File: src/rtl/systolic_fpga_example_sched_pkg.sv
// Shared types and helpers for the burst scheduler: FSM state encoding and
// 4 KiB page arithmetic used to keep every burst inside one page.
package systolic_fpga_example_sched_pkg;

    typedef enum logic [1:0] {
        IDLE,
        ISSUE,
        DRAIN,
        DONE
    } sched_state_t;

    localparam int unsigned LP_4K_BYTES = 4096;

    // Beats left before the next 4 KiB page, for a beat-aligned page offset.
    function automatic logic [12:0] beats_to_boundary(input logic [11:0]  offs,
                                                      input int unsigned beat_shift);
        return (13'(LP_4K_BYTES) - {1'b0, offs}) >> beat_shift;
    endfunction

endpackage

File: src/rtl/systolic_fpga_example_outstanding_ctr.sv
// Saturating up/down counter of issued-but-uncompleted bursts; flags an
// attempted decrement from zero.
module systolic_fpga_example_outstanding_ctr
    import systolic_fpga_example_sched_pkg::*;
#(
    parameter int unsigned C_MAX = 16,
    parameter int unsigned C_W   = $clog2(C_MAX + 1)
) (
    input  logic           clk,
    input  logic           rst_n,
    input  logic           incr,
    input  logic           decr,
    output logic [C_W-1:0] count,
    output logic           is_zero,
    output logic           is_full,
    output logic           underflow
);

    assign is_zero   = (count == '0);
    assign is_full   = (count == C_W'(C_MAX));
    assign underflow = decr & is_zero;

    always_ff @(posedge clk or negedge rst_n) begin
        if (!rst_n) begin
            count <= '0;
        end else if (incr && !decr && !is_full) begin
            count <= count + 1'b1;
        end else if (decr && !incr && !is_zero) begin
            count <= count - 1'b1;
        end
    end

endmodule

File: src/rtl/systolic_fpga_example_burst_scheduler.sv
// Splits one transfer command into AXI-legal bursts (max length, no 4 KiB
// crossing) and throttles issue by the number of bursts still in flight.
module systolic_fpga_example_burst_scheduler
    import systolic_fpga_example_sched_pkg::*;
#(
    parameter int unsigned C_ADDR_WIDTH      = 64,
    parameter int unsigned C_LEN_WIDTH       = 32,
    parameter int unsigned C_BEAT_BYTES      = 64,
    parameter int unsigned C_MAX_BURST       = 32,
    parameter int unsigned C_MAX_OUTSTANDING = 16
) (
    input  logic                                     clk,
    input  logic                                     rst_n,
    input  logic                                     start,
    input  logic [C_ADDR_WIDTH-1:0]                  base_addr,
    input  logic [C_LEN_WIDTH-1:0]                   total_beats,
    output logic                                     req_valid,
    input  logic                                     req_ready,
    output logic [C_ADDR_WIDTH-1:0]                  req_addr,
    output logic [7:0]                               req_len,
    input  logic                                     cmpl,
    output logic                                     busy,
    output logic                                     done,
    output logic [$clog2(C_MAX_OUTSTANDING+1)-1:0]   outstanding,
    output logic                                     err_underflow
);

    localparam int unsigned LP_CW         = $clog2(C_MAX_OUTSTANDING + 1);
    localparam int unsigned LP_BEAT_SHIFT = $clog2(C_BEAT_BYTES);
    localparam logic [C_ADDR_WIDTH-1:0] LP_ALIGN_MASK = ~C_ADDR_WIDTH'(C_BEAT_BYTES - 1);

    sched_state_t            state;
    logic [C_LEN_WIDTH-1:0]  remaining;
    logic                    hs;
    logic                    ctr_zero;
    logic                    ctr_full;
    logic                    ctr_underflow;
    logic [LP_CW-1:0]        out_next;
    logic [8:0]              cur_beats;
    logic [8:0]              next_beats;
    logic [8:0]              start_beats;
    logic [C_ADDR_WIDTH-1:0] next_addr;
    logic [C_ADDR_WIDTH-1:0] start_addr;
    logic [C_LEN_WIDTH-1:0]  next_rem;

    function automatic logic [8:0] burst_beats(input logic [C_ADDR_WIDTH-1:0] addr,
                                               input logic [C_LEN_WIDTH-1:0]  rem);
        logic [12:0] to_4k;
        logic [8:0]  beats;
        to_4k = beats_to_boundary(addr[11:0], LP_BEAT_SHIFT);
        beats = 9'(C_MAX_BURST);
        if (to_4k < 13'(beats)) beats = to_4k[8:0];
        if (rem < C_LEN_WIDTH'(beats)) beats = rem[8:0];
        return beats;
    endfunction

    systolic_fpga_example_outstanding_ctr #(
        .C_MAX (C_MAX_OUTSTANDING),
        .C_W   (LP_CW)
    ) u_outstanding_ctr (
        .clk       (clk),
        .rst_n     (rst_n),
        .incr      (hs),
        .decr      (cmpl),
        .count     (outstanding),
        .is_zero   (ctr_zero),
        .is_full   (ctr_full),
        .underflow (ctr_underflow)
    );

    // req_valid is registered, so it is decided from the count the
    // counter will hold after this edge rather than its current value.
    always_comb begin
        hs          = req_valid & req_ready;
        cur_beats   = {1'b0, req_len} + 9'd1;
        next_addr   = req_addr + (C_ADDR_WIDTH'(cur_beats) << LP_BEAT_SHIFT);
        next_rem    = remaining - C_LEN_WIDTH'(cur_beats);
        next_beats  = burst_beats(next_addr, next_rem);
        start_addr  = base_addr & LP_ALIGN_MASK;
        start_beats = burst_beats(start_addr, total_beats);
        out_next    = outstanding;
        if (hs && !cmpl && !ctr_full) begin
            out_next = outstanding + 1'b1;
        end else if (cmpl && !hs && !ctr_zero) begin
            out_next = outstanding - 1'b1;
        end
    end

    always_ff @(posedge clk or negedge rst_n) begin
        if (!rst_n) begin
            state         <= IDLE;
            remaining     <= '0;
            req_valid     <= 1'b0;
            req_addr      <= '0;
            req_len       <= '0;
            busy          <= 1'b0;
            done          <= 1'b0;
            err_underflow <= 1'b0;
        end else begin
            done          <= 1'b0;
            err_underflow <= err_underflow | ctr_underflow;
            case (state)
                IDLE: begin
                    if (start && total_beats != '0) begin
                        state     <= ISSUE;
                        busy      <= 1'b1;
                        req_addr  <= start_addr;
                        req_len   <= 8'(start_beats - 9'd1);
                        remaining <= total_beats;
                        req_valid <= (out_next < LP_CW'(C_MAX_OUTSTANDING));
                    end else if (start) begin
                        state <= DONE;
                        busy  <= 1'b1;
                        done  <= 1'b1;
                    end
                end
                ISSUE: begin
                    if (hs && next_rem == '0) begin
                        state     <= DRAIN;
                        req_valid <= 1'b0;
                        remaining <= '0;
                    end else begin
                        if (hs) begin
                            req_addr  <= next_addr;
                            req_len   <= 8'(next_beats - 9'd1);
                            remaining <= next_rem;
                        end
                        req_valid <= (out_next < LP_CW'(C_MAX_OUTSTANDING));
                    end
                end
                DRAIN: begin
                    if (out_next == '0) begin
                        state <= DONE;
                        done  <= 1'b1;
                    end
                end
                DONE: begin
                    state <= IDLE;
                    busy  <= 1'b0;
                end
                default: state <= IDLE;
            endcase
        end
    end

endmodule

File: config.mk
export PLATFORM = sky130hd
export DESIGN_NAME = systolic_fpga_example_burst_scheduler
export DESIGN_NICKNAME = d
export VERILOG_FILES = /design/src/rtl/systolic_fpga_example_sched_pkg.sv /design/src/rtl/systolic_fpga_example_outstanding_ctr.sv /design/src/rtl/systolic_fpga_example_burst_scheduler.sv
export SDC_FILE = /design/constraint.sdc
export NUM_CORES = 1
export LEC_CHECK = 0
export BUFFER_PORTS_ARGS = -buffer_cell sky130_fd_sc_hd__buf_2
export CAP_MARGIN = 25
export CORE_UTILIZATION = 35
export CTS_BUF_LIST = sky130_fd_sc_hd__clkbuf_4 sky130_fd_sc_hd__clkbuf_8
export DETAILED_ROUTE_END_ITERATION = 16
export GPL_TIMING_DRIVEN = 0
export HOLD_SLACK_MARGIN = 0.1
export SLEW_MARGIN = 15
export SYNTH_ARGS = -nofsm -noshare
export SYNTH_HDL_FRONTEND = slang
export SYNTH_HIERARCHICAL = 1
export SYNTH_SLANG_ARGS = --single-unit
File: constraint.sdc
create_clock -name clk -period 5.8 [get_ports clk]
set_clock_uncertainty 0.15 [all_clocks]
set_input_delay 0.87 -clock clk [delete_from_list [all_inputs] [get_ports clk]]
set_output_delay 0.87 -clock clk [all_outputs]
set_load 0.05 [all_outputs]
Yosys cells after proc, flatten, opt, wreduce, memory -nomap -nowiden
Index checks and enable logic that the tools add are counted.
{ "totals": {"register_bits": 115, "out_inout_bits": 81} }
{ "classes": {"n_eq_ne": 11, "add_sub_neg": 9, "n_lt_le_gt_ge": 5, "reduce_logical": 22, "mux": 33, "n_bitwise": 3} }
{ "op_table": {"columns": ["cell", "count"], "rows": [
  ["64-bit two-way mux", 3],
  ["64-bit case mux with 2 select lines", 1],
  ["32-bit two-way mux", 3],
  ["64-bit by 15-bit adder with 64-bit output", 1],
  ["32-bit by 7-bit less-than comparator with 1-bit output", 2],
  ["32-bit case mux with 2 select lines", 1],
  ["8-bit two-way mux", 5],
  ["32-bit logical NOT", 1],
  ["32-bit nonzero test", 1],
  ["32-bit by 9-bit subtractor with 32-bit output", 1],
  ["13-bit by 12-bit subtractor with 13-bit output (first input constant)", 2],
  ["8-bit case mux with 2 select lines", 1],
  ["8-bit by 1-bit subtractor with 8-bit output (second input constant)", 2],
  ["7-bit by 6-bit less-than comparator with 1-bit output (second input constant)", 2],
  ["7-bit two-way mux", 2],
  ["5-bit logical NOT", 2],
  ["5-bit two-way mux", 2],
  ["2-bit != test (second input constant)", 5],
  ["8-bit by 1-bit adder with 9-bit output (second input constant)", 1],
  ["2-bit two-way mux", 4],
  ["2-bit case mux with 4 select lines", 1],
  ["1-bit two-way mux", 7],
  ["1-bit logical AND", 6],
  ["3-bit != test (second input constant)", 2],
  ["15 further kinds", 25]
]} }

Longest topological paths before layout
{ "depth": {"word_depth": 11, "mapped_depth": 25} }

Hierarchy
The synthesis kept the hierarchy.
{ "modules_own_cells": {"columns": ["mod", "instances", "cells_each", "area_per_inst_um2"], "rows": [
  ["systolic_fpga_example_burst_scheduler", 1, 1086, 8733.4],
  ["systolic_fpga_example_outstanding_ctr", 1, 42, 404.1]
]} }

Worst setup path after synthesis
No wires, ideal clock.
{ "synth_timing": {"path_type": "reg2reg", "startpoint": "register req_len[0]", "endpoint": "register req_len[6]", "slack_ps": 599, "stages_incl_launch_ff": 24, "setup_time_ps": 74, "period_less_slack_ps": 5201, "arrival_time_ps": 4977, "required_time_ps": 5576, "path_cell_list": "dfrtp_1 > ha_1 > nand3_1 > xnor2_1 > ha_1 > nand2_1 > o31ai_1 > xor2_1 > o31a_1 > or2_2 > clkbuf_1 > and2_1 > inv_1 > ha_1 > o21ai_0 > nand2b_1 > o2111ai_1 > inv_1 > a211oi_2 > nand4_2 > o311ai_2 > o2111ai_1 > or3_4 > o21ai_2"} }
{ "synth_between": {"elab_chain_len": 11} }
{ "synth_rtl": {"columns": ["item", "line_no", "rtl"], "rows": [
  ["start, declared", "systolic_fpga_example_burst_scheduler.sv:20", "output logic [7:0] req_len,"],
  ["start signal, assigned", "systolic_fpga_example_burst_scheduler.sv:108", "req_len <= 8'(start_beats - 9'd1);"],
  ["start signal, assigned", "systolic_fpga_example_burst_scheduler.sv:125", "req_len <= 8'(next_beats - 9'd1);"],
  ["8-bit by 1-bit adder with 9-bit output *", "systolic_fpga_example_burst_scheduler.sv:75", "cur_beats = {1'b0, req_len} + 9'd1;"],
  ["64-bit by 15-bit adder with 64-bit output", "systolic_fpga_example_burst_scheduler.sv:76", "next_addr = req_addr + (C_ADDR_WIDTH'(cur_beats) << LP_BEAT_SHIFT);"],
  ["13-bit by 12-bit subtractor with 13-bit output", "systolic_fpga_example_sched_pkg.sv:17", "return (13'(LP_4K_BYTES) - {1'b0, offs}) >> beat_shift;"],
  ["7-bit by 6-bit less-than comparator with 1-bit output", "systolic_fpga_example_burst_scheduler.sv:52", "if (to_4k < 13'(beats)) beats = to_4k[8:0];"],
  ["7-bit two-way mux", "systolic_fpga_example_burst_scheduler.sv:52", null],
  ["32-bit by 7-bit less-than comparator with 1-bit output", "systolic_fpga_example_burst_scheduler.sv:53", "if (rem < C_LEN_WIDTH'(beats)) beats = rem[8:0];"],
  ["8-bit two-way mux", "systolic_fpga_example_burst_scheduler.sv:53", null],
  ["8-bit by 1-bit subtractor with 8-bit output", "systolic_fpga_example_burst_scheduler.sv:125", null],
  ["8-bit two-way mux", "systolic_fpga_example_burst_scheduler.sv:123", "if (hs) begin"],
  ["8-bit two-way mux", "systolic_fpga_example_burst_scheduler.sv:118", "if (hs && next_rem == '0) begin"],
  ["8-bit case mux with 2 select lines", "systolic_fpga_example_burst_scheduler.sv:102", "case (state)"]
]} }
Every way passes the cells marked *; elsewhere a longest branch is shown, timed or not. The select of a mux whose other input is x is not followed.
A chain may end at the register's enable or synchronous reset.

Worst setup path after layout
{ "layout_timing": {"startpoint": "register req_len[0]", "endpoint": "register req_len[4]"} }
The elaborated chain is that of the path after synthesis.

==> results.md <==
- The flow ran to the end, and the final reports show no timing, DRC or antenna violations.
- The multi-input combinational cells in the finished layout cover a total of 5980 um2.
- The site row count is 58.
- From left edge to right edge, the die measures 164 um.
- The number of standard cells in the final layout excluding fillers is 1656.
- After synthesis, the share of flip-flops with an asynchronous set or reset is 1.00.
- The setup slack after placement is 93.5 ps.
- The die covers 26800 um2.
- In the final layout, the share of cells above drive strength 1 is 0.196.
- The number of global-route vias before repair came to 8958.
- The path class of the tightest hold or removal check is primary input to async pin.
- The TritonCTS clock tree is yes.
- The average wire per cell in the routed design is 19.6 um.
- The first routing iteration left 863 violations.
- The kind of end point of the critical path is a flop.
- The number of clock sinks is 109.
- The routability congestion estimate from global placement is 0.944.
- The wire length after detailed routing is 32500 um.
- The core outline area is 25400 um2.
- The worst register-to-register path begins at req_len[0]$_DFFE_PN0P_.
- Of the synthesized area, sequential elements account for 0.299.
- The number of hold-repair buffers added at the cts stage is 0.
- The worst-margin pin slew is 953 ps.
- For the worst setup path, the data required time is 5920 ps.
- The finished layout cell area is 10800 um2.
- Headroom to the max-slew limit came out at 0.365.
- The summed negative setup slack over all endpoints is 0 ps.
- STA classifies the critical path startpoint as a flop.
- Entering global routing, the biggest net connects 80 pins.
- Static timing analysis puts the maximum clock frequency at 185 MHz.
- The clock latency on the worst-skew pair is 420 ps.
- Setup violations remaining at the end of the flow were counted as 0.
- The number of antenna violations at the first check in global routing is 2.
- The endpoint of the worst register-to-register path is req_len[4]$_DFFE_PN0P_.
- From synthesis to final layout, the design area changed by 17.7%.
- The final hold violation count is 0.
- The total I/O pin count is 182.
- Max-cap violations in this run came to 0.
- The die is 164 um tall.
- CTS built an H-tree with a depth of 3.
- The worst setup path is of the flop to flop kind.
- At the worst endpoint, the arrival time is 5520 ps.
- The main flop type after synthesis is dfrtp_1.
- The number of flip-flops and latches in the synthesized netlist is 109.
- Counting along the longest clock path gives a buffer depth of 2.
- For this run, design rule violations remaining after detail routing come to 0.
- The cell area that synthesis handed to floorplanning was 9140 um2.
- The number of iterations in the first detailed-routing pass is 5.
- The half-perimeter wire length after detailed placement is 25300 um.
- Clock-pin slew was measured on the worst setup and hold paths at 120 ps.
- In the finished design, the share of the clock period the worst path needs comes to 0.930.
- The mean instance size in the synthesized netlist is 8.10 um2.
- The cell at the root of the clock tree is clkbuf_8.
- Dividing the detail-routed via count by the number of cells gives 5.75.
- The number of I/O port buffers is 169.
- The worst register-to-register path has a setup slack of 410 ps.
- The first global-routing pass estimated 50600 um of wire.
- The count of nets left with antenna violations after detail routing is 0.
- The post-placement cell area is 10500 um2.
- The area taken by flip-flops and latches is 2730 um2.
- The routed layout has 9529 vias.
- The final net count is 1465.
- The final max-slew violation count came to 0.
- The count of distinct cell types in the synthesized netlist is 88.
- Once routing completed, OpenROAD measured the worst setup slack at 406 ps.
- The global-route usage over all layers is 0.245.
- The clock period could shrink to 5390 ps.
- The number of synthesis warnings is 6.
- Counting cells, the worst reg-to-reg path comes to 23.
- Global routing finished with a remaining overflow of 0.
- For this configuration, the core starts out at a cell density of 0.360.
- TritonCTS created 9 clock buffers.
- The cell count after synthesis came out at 1128.
- The synthesized design contains 0 enable-type register cells.
- The post-placement cell count is 1634.
- The largest fanout on the critical path is 8.
- Counting the fill cells in the layout gives 2667.
registers in the layout (all words and copies together) (netlist names):
register and count:
done 1, req_len 8, u_outstanding_ctr/count 5, remaining 32, req_valid 1, err_underflow 1
req_addr 58, busy 1, state 2
synthesized netlist by cell type (6+ instances only):
cell type | instances | area, um2
nand4_1 | 24 | 150
dfrtp_1 | 109 | 2730
buf_2 | 12 | 60.1
inv_1 | 54 | 203
a211oi_1 | 7 | 52.6
nor4_1 | 21 | 131
o22ai_1 | 50 | 313
ha_1 | 42 | 526
xnor2_1 | 19 | 166
clkbuf_1 | 41 | 154
a21oi_1 | 97 | 485
or3_1 | 9 | 56.3
nor2_1 | 68 | 255
nand2b_1 | 11 | 68.8
o21ai_0 | 77 | 385
and3_1 | 27 | 169
mux2i_1 | 53 | 531
nor3_1 | 21 | 105
nand2_1 | 125 | 469
a22oi_1 | 13 | 97.6
a21o_1 | 17 | 128
or4_1 | 6 | 45.0
or2_2 | 7 | 43.8
xor2_1 | 16 | 140
o211ai_1 | 12 | 90.1
nand3_1 | 43 | 215
buf_4 | 7 | 52.6
and2_1 | 12 | 75.1
o31a_1 | 6 | 52.6
and4_1 | 7 | 61.3
placed cells by master, fill, tap and decap left out, types with 6 or more instances in the layout:
master      n
and4_1      7
o31a_1      6
clkbuf_8    9
nor2_1     68
mux2i_1    53
o22ai_1    50
and3_1     27
clkbuf_1   40
o21ai_0    77
buf_4      12
inv_1      54
or4_1       6
dfrtp_1   109
ha_1       42
or2_2       6
or3_1       9
nor4_1     21
nand3_1    43
o211ai_1   12
nor3_1     21
a21oi_1    97
xor2_1     15
nand4_1    24
nand2_1   125
a211oi_1    7
xnor2_1    19
nand2b_1   11
a21o_1     17
a22oi_1    13
buf_2     180
and2_1     12
conb_1      6
cell families after synthesis:
kind of cell,after synthesis,synth area share
adders and majority gates,45,0.0641
buffers and inverters,117,0.0534
and+or+nand+nor,415,0.242
muxes,54,0.0605
other,1,0.000410
AOI/OAI and AO/OA,352,0.248
xor gates and xnor gates,35,0.0335
DFF,109,0.299
stage by stage:
stage               hold slack [ps]   util
global placement                301  0.410
floorplan                       300      -
global route                    200  0.423
CTS                             195  0.420
detailed placement              324  0.412
finish                          184  0.423
worst max-delay path by stage:
| stage | depth (start not counted) | from | slack (ps) | to |
|---|---|---|---|---|
| after CTS | 24 | req_len[0]$_DFFE_PN0P_ | 30 | req_len[4]$_DFFE_PN0P_ |
| after global placement | 24 | req_len[0]$_DFFE_PN0P_ | 150 | req_len[4]$_DFFE_PN0P_ |
| final | 23 | req_len[0]$_DFFE_PN0P_ | 410 | req_len[4]$_DFFE_PN0P_ |
| after detailed placement | 24 | req_len[0]$_DFFE_PN0P_ | 90 | req_len[4]$_DFFE_PN0P_ |
| after global routing | 23 | req_len[0]$_DFFE_PN0P_ | -30 | req_len[4]$_DFFE_PN0P_ |
| after floorplan | 23 | req_len[0]$_DFFE_PN0P_ | 600 | req_len[6]$_DFFE_PN0P_ |
routing by layer:
layer	vias up	part of all wire	track usage
met5	-	0	0
met4	0	0.035	0.102
li1	4586	-	-
met1	4508	0.45	0.338
met3	63	0.069	0.0320
met2	372	0.45	0.385
critical path, stage by stage, from the launching register on:
cell and delay [ps]:
dfrtp_1 480, ha_1 350, inv_1 110, fa_1 470
xor2_2 290, nand3_1 160, nand2b_1 170, nor4_1 360
or2_4 250, and2_1 170, inv_1 50, ha_1 280
o21ai_0 80, nand2b_1 80, o2111ai_1 70, inv_1 90
a211o_1 330, nor4_4 360, a311o_1 320, inv_1 70
ha_1 240, nand3_1 90, xor2_1 160, o21ai_0 90
final cells by class:
| cell class | count | share of cell area |
|---|---|---|
| Sequential cell | 109 | 0.254 |
| Clock buffer | 9 | 0.0115 |
| Tap cell | 330 | 0.0384 |
| Clock inverter | 7 | 0.00780 |
| Antenna cell | 2 | 0.000466 |
| Multi-Input combinational cell | 907 | 0.557 |
| Buffer | 61 | 0.0258 |
| Inverter | 55 | 0.0192 |
| Timing Repair Buffer | 176 | 0.0864 |
repair_timing:
action                     in CTS  in global routing
gates resized for setup         0                  7
setup endpoints to repair       0                 19
setup buffers                   0                  5
Power is not shown: default switching activity piles up to over one toggle a cycle in this logic, so the estimate is an artifact.
